**src/rtl/md_issue_ctrl.sv**
```systemverilog
// md_issue_ctrl: issue/interlock control in front of the multiply/divide unit.
// Fires a one-cycle start for mult/multu/div/divu sitting in EX. It tracks the
// unit through ARMED (start sent, busy not yet seen) and RUN (busy high). It
// stalls D while a HI/LO-class instruction could observe stale HI/LO, and it
// muxes HI/LO onto the EX writeback path for mfhi/mflo.
module md_issue_ctrl #(
  parameter int ARM_TIMEOUT = 2,
  parameter int CNT_W       = 32
) (
  input  logic             clk,
  input  logic             reset,
  input  logic [31:0]      instrD,
  input  logic [31:0]      instrE,
  input  logic             validE,
  input  logic             flushE,
  input  logic             busy,
  input  logic [31:0]      hdata,
  input  logic [31:0]      ldata,
  output logic             start,
  output logic             stallD,
  output logic [31:0]      mdoutE,
  output logic             err,
  output logic [CNT_W-1:0] stall_cnt
);

  localparam logic [1:0] IDLE  = 2'd0;
  localparam logic [1:0] ARMED = 2'd1;
  localparam logic [1:0] RUN   = 2'd2;

  localparam int TW = (ARM_TIMEOUT < 2) ? 1 : $clog2(ARM_TIMEOUT + 1);
  localparam logic [TW-1:0] ARM_LAST = TW'(ARM_TIMEOUT - 1);

  logic [1:0]    state;
  logic [TW-1:0] arm_tmr;

  // mult, multu, div, divu: the ops that kick the unit
  function automatic logic is_muldiv(input logic [31:0] i);
    return (i[31:26] == 6'd0) && (i[5:2] == 4'b0110);
  endfunction

  // the four ops above plus mfhi/mthi/mflo/mtlo
  function automatic logic is_md(input logic [31:0] i);
    return (i[31:26] == 6'd0) && ((i[5:2] == 4'b0110) || (i[5:2] == 4'b0100));
  endfunction

  // Issue and interlock. A stale busy in IDLE holds off the start. The
  // busy-falling RUN cycle does not stall because HI/LO are already valid.
  always_comb begin
    start  = (state == IDLE) && !busy && validE && !flushE && is_muldiv(instrE);
    stallD = is_md(instrD) && (start || (state == ARMED) || busy);
  end

  // HI/LO read path for mfhi/mflo in EX; zero for everything else
  always_comb begin
    mdoutE = 32'd0;
    if (instrE[31:26] == 6'd0) begin
      case (instrE[5:0])
        6'h10:   mdoutE = hdata;
        6'h12:   mdoutE = ldata;
        default: mdoutE = 32'd0;
      endcase
    end
  end

  // Unit tracking. If busy never shows up, the op is abandoned and err sticks.
  always_ff @(posedge clk or posedge reset) begin
    if (reset) begin
      state   <= IDLE;
      arm_tmr <= '0;
      err     <= 1'b0;
    end else begin
      case (state)
        IDLE: begin
          arm_tmr <= '0;
          if (start) state <= ARMED;
        end
        ARMED: begin
          if (busy) begin
            state   <= RUN;
            arm_tmr <= '0;
          end else if (arm_tmr == ARM_LAST) begin
            state   <= IDLE;
            arm_tmr <= '0;
            err     <= 1'b1;
          end else begin
            arm_tmr <= arm_tmr + 1'b1;
          end
        end
        RUN: begin
          if (!busy) state <= IDLE;
        end
        default: state <= IDLE;
      endcase
    end
  end

  // Performance counter of stalled cycles; wraps naturally
  always_ff @(posedge clk or posedge reset) begin
    if (reset) stall_cnt <= '0;
    else if (stallD) stall_cnt <= stall_cnt + 1'b1;
  end

endmodule
```
**config.mk**
```make
export PLATFORM = sky130hd
export DESIGN_NAME = md_issue_ctrl
export DESIGN_NICKNAME = d
export VERILOG_FILES = /design/src/rtl/md_issue_ctrl.sv
export SDC_FILE = /design/constraint.sdc
export NUM_CORES = 1
export LEC_CHECK = 0
export BUFFER_PORTS_ARGS = -buffer_cell sky130_fd_sc_hd__buf_4
export CORE_ASPECT_RATIO = 1.4
export CORE_MARGIN = 2
export CORE_UTILIZATION = 35
export DETAILED_ROUTE_END_ITERATION = 8
export PLACE_DENSITY = 0.78
export SLEW_MARGIN = 20
export SYNTH_ARGS = -nofsm -noshare
export SYNTH_HDL_FRONTEND = slang
export SYNTH_SLANG_ARGS = --single-unit
export TNS_END_PERCENT = 5
```
**constraint.sdc**
```tcl
create_clock -name clk -period 2 [get_ports clk]
set_clock_uncertainty 0.05 [all_clocks]
set_input_delay 0.1 -clock clk [delete_from_list [all_inputs] [get_ports clk]]
set_output_delay 0.1 -clock clk [all_outputs]
set_load 0.03 [all_outputs]
```
==> out/metrics.csv <==
stage,metric,value,unit
yosys,Synthesis Warnings,0,
detailed_routing,DR pass1 iterations,4,
die,# rows,34,
pwr,switching part of the total,22.3,%
yosys,post-synth top area share,40.4,%
placed_design,IO buf count,156,
clock_tree,TritonCTS buffer count,5,
pwr,Seq pwr share,47.8,%
hold_path,Worst Hold Class,input port to register,
yosys,Synth area leaders,"dfrtp_1 (40%), mux2i_1 (14%), xnor2_1 (9.6%), nor2_1 (6.4%), nand3_1 (3.5%)",
grt,met3 Use GR,11.1,%
setup_path,"Data required, critical path",2.12,ns
setup_path,Worst R2R Setup Slack,0.08,ns
clock_tree,clock sink count,37,
sta,final setup fails,0,
pwr,power density over the cells,399,mW/mm²
clock_tree,CTS tree,done,
setup_path,Setup crit end kind,register,
cells_and_area,fin nets,558,
placed_design,placed cell count,483,
setup_path,r2r endpoint,stall_cnt[30],
sta,"Period Utilization, post-route",96.2,%
setup_path,WS Path Type,register to register,
clock_tree,# H-tree levels,2,
pwr,Net Sw Power,0.350,mW
pwr,Clock power frac,37.1,%
grt,vias in the first global route,2502,
yosys,Mapped Area,0.00229,mm²
die,die height,99.8,µm
detailed_routing,Vias per Instance,4.95,
grt,grt met1 use,21.0,%
placed_design,DP HPWL,6.26,mm
cells_and_area,P&R area growth vs syn,71.5,%
setup_path,r2r startpoint,stall_cnt[11],
setup_path,worst setup path startpoint,stall_cnt[11],
sta,Hold WS,0.0172,ns
cells_and_area,utilization after layout,62.4,%
grt,first-pass GRT wire length,11.9,mm
sta,RSZ-0062 raised after global routing,yes,
cells_and_area,final instance area,0.00393,mm²
detailed_routing,post-detailed-routing wire length,7.72,mm
sta,slew margin rel.,66.0,%
detailed_routing,DRT iter0 DRCs,42,
setup_path,crit path to,stall_cnt[30],
pwr,internal power,1.22,mW
grt,antenna violations before repair,0,
grt,M2 GR Usage,38.4,%
yosys,"Seq/Total Area, Yosys",40.4,%
clock_tree,clk_lat worst skew,0.28,ns
clock_tree,Longest Clk Path Bufs,2,
sta,Final Slew Violations,0,
detailed_routing,Via Count,2458,
run_status,status,"complete, no violations",
die,die footprint,0.00722,mm²
sta,setup tns final,0,ns
die,die width,72.4,µm
pwr,Leak,2.07,nW
setup_path,crit-path max FO,6,
detailed_routing,final antenna-violating net count,0,
pwr,worst vdd rail ir drop,0.415,mV
die,# IOs,200,
die,area of the core,0.00630,mm²
grt,global route hottest layer,met2,
sta,Final WS setup,0.0765,ns
flow_run,max-cap violation count,0,
sta,final worst path period need,1.92,ns
cells_and_area,n_diodes,0,
setup_path,reg2reg path depth,6,
yosys,syn nets,369,
setup_path,Worst Path Arrival,2.04,ns
yosys,Yosys reg bits,37,
cells_and_area,Non-Filler Instances,497,
grt,All-Layer GR Usage,21.1,%
sta,worst slew pin tran,0.510,ns
clock_tree,"CTS clk-pin slew, worst paths",0.07,ns
cells_and_area,layout cells sized above 1,53.2,%
yosys,Post-Synthesis Cells,235,
setup_path,Worst Setup Start Kind,register,
sta,Fmax achieved,0.520,GHz
die,Initial Utilization,36.4,%
grt,grt ovf,0,
placed_design,Post-Place Worst Slack,0.0689,ns
clock_tree,CTS Root Buffer Type,clkbuf_8,
grt,pin count of the biggest net entering global routing,38,
yosys,top cell type by total area after synthesis,dfrtp_1,
placed_design,Area after DPL,0.00377,mm²
detailed_routing,# DRC,0,
pwr,combinational group share of total power,15.0,%
pwr,Tot Pwr,1.57,mW
detailed_routing,DR WL/cell,15.5,µm
sta,Final Hold Viols,0,
yosys,Netlist cell types,37,
yosys,Mapped Avg Cell Area,9.75,µm²
cells_and_area,fillers,559,
placed_design,Placer Congestion,0.859,
## cells in the mapped netlist (all sizes together)
cell type and count:
ha 1, nand3 16, and3 10, o41ai 1
nand4 12, nor4 5, and4bb 1, dfrtp 37
a21oi 2, o21ai 1, nor2 39, xor2 7
and2 3, a2111oi 1, nor3b 1, a211oi 1
or4 1, or3 2, nand2 12, mux2 2
nor3 2, inv 6, mux2i 32, xnor2 25
nand4b 1, buf 4, o21a 1, or2 1
clkbuf 4, and4 3, nand2b 1
## power groups by stage
stage	Combinational, mW	Clock (mW)	Sequential (mW)
3_5_place_dp	0.236	0	0.765
3_3_place_gp	0.233	0	0.765
4_1_cts	0.239	0.594	0.750
6_report	0.236	0.583	0.750
2_1_floorplan	0.0792	0	0.767
5_1_grt	0.256	0.627	0.750
## worst min-delay path by stage
stage | from | end | slack [ns] | cells after the start
floorplan | busy | state[1] | 0.18 | 1
global placement | reset | stall_cnt[14] | 0.20 | 3
detailed placement | reset | stall_cnt[3] | 0.20 | 3
CTS | busy | state[1] | 0.004 | 2
global route | busy | state[1] | 0.01 | 2
finish | busy | state[1] | 0.02 | 2
## layer usage
| layer | vias up | part of all wire (%) |
|---|---|---|
| met1 | 1136 | 33 |
| met5 | - | 0 |
| met4 | 0 | 0.57 |
| met3 | 4 | 15 |
| li1 | 1200 | - |
| met2 | 118 | 51 |
## placed cells by master, fill, tap and decap left out, drive strengths merged
cell type	synthesis	routed
or3	2	2
nor4	5	5
xnor2	25	25
or4	1	1
nor3b	1	1
a2111oi	1	1
and3	10	10
o21a	1	1
o21ai	1	1
mux2	2	2
nand2b	1	1
nand4b	1	1
buf	4	189
and4bb	1	1
clkbuf	4	7
nor2	39	39
and2	3	3
dfrtp	37	37
ha	1	1
a21oi	2	2
nor3	2	2
nand2	12	12
nand3	16	16
and4	3	3
dlygate4sd3	0	1
xor2	7	7
o41ai	1	1
or2	1	1
a211oi	1	1
nand4	12	12
mux2i	32	32
inv	6	7
## cell families after synthesis
kind of cell	synth area share, %
simple gates	26.1
xor+xnor	12.2
compound gates	3.28
mux	15.0
fa+ha+maj	0.546
buf+inv	2.46
flops	40.4
## final cells by class
class                           count  area (µm²)  share of cell area (%)
Inverter                            6        22.5                   0.573
Sequential cell                    37         943                    24.0
Clock buffer                        7        96.3                    2.45
Clock inverter                      1        8.76                   0.223
Tap cell                           72        90.1                    2.29
Multi-Input combinational cell    184        1330                    33.8
Timing Repair Buffer              190        1440                    36.7
## flip-flops by register name (all words and copies together) (netlist names)
register   flops
stall_cnt     32
arm_tmr        2
state          2
err            1
## critical path: stages (launching register included)
cell       delay [ns]
dfrtp_2          0.36
nand4_1          0.18
or4_4            0.47
a2111oi_4        0.29
buf_4            0.20
nand4_1          0.11
xnor2_1          0.15
## repair_timing
| item | CTS | global route |
|---|---|---|
| endpoints found under the hold margin | 37 | 0 |
| resized for setup | 0 | 2 |
| setup buffers | 0 | 5 |
| pin swaps | 1 | 1 |
| hold buffers | 1 | 0 |
| setup endpoints to repair | 1 | 4 |
Power figures use the tool's default switching activity.
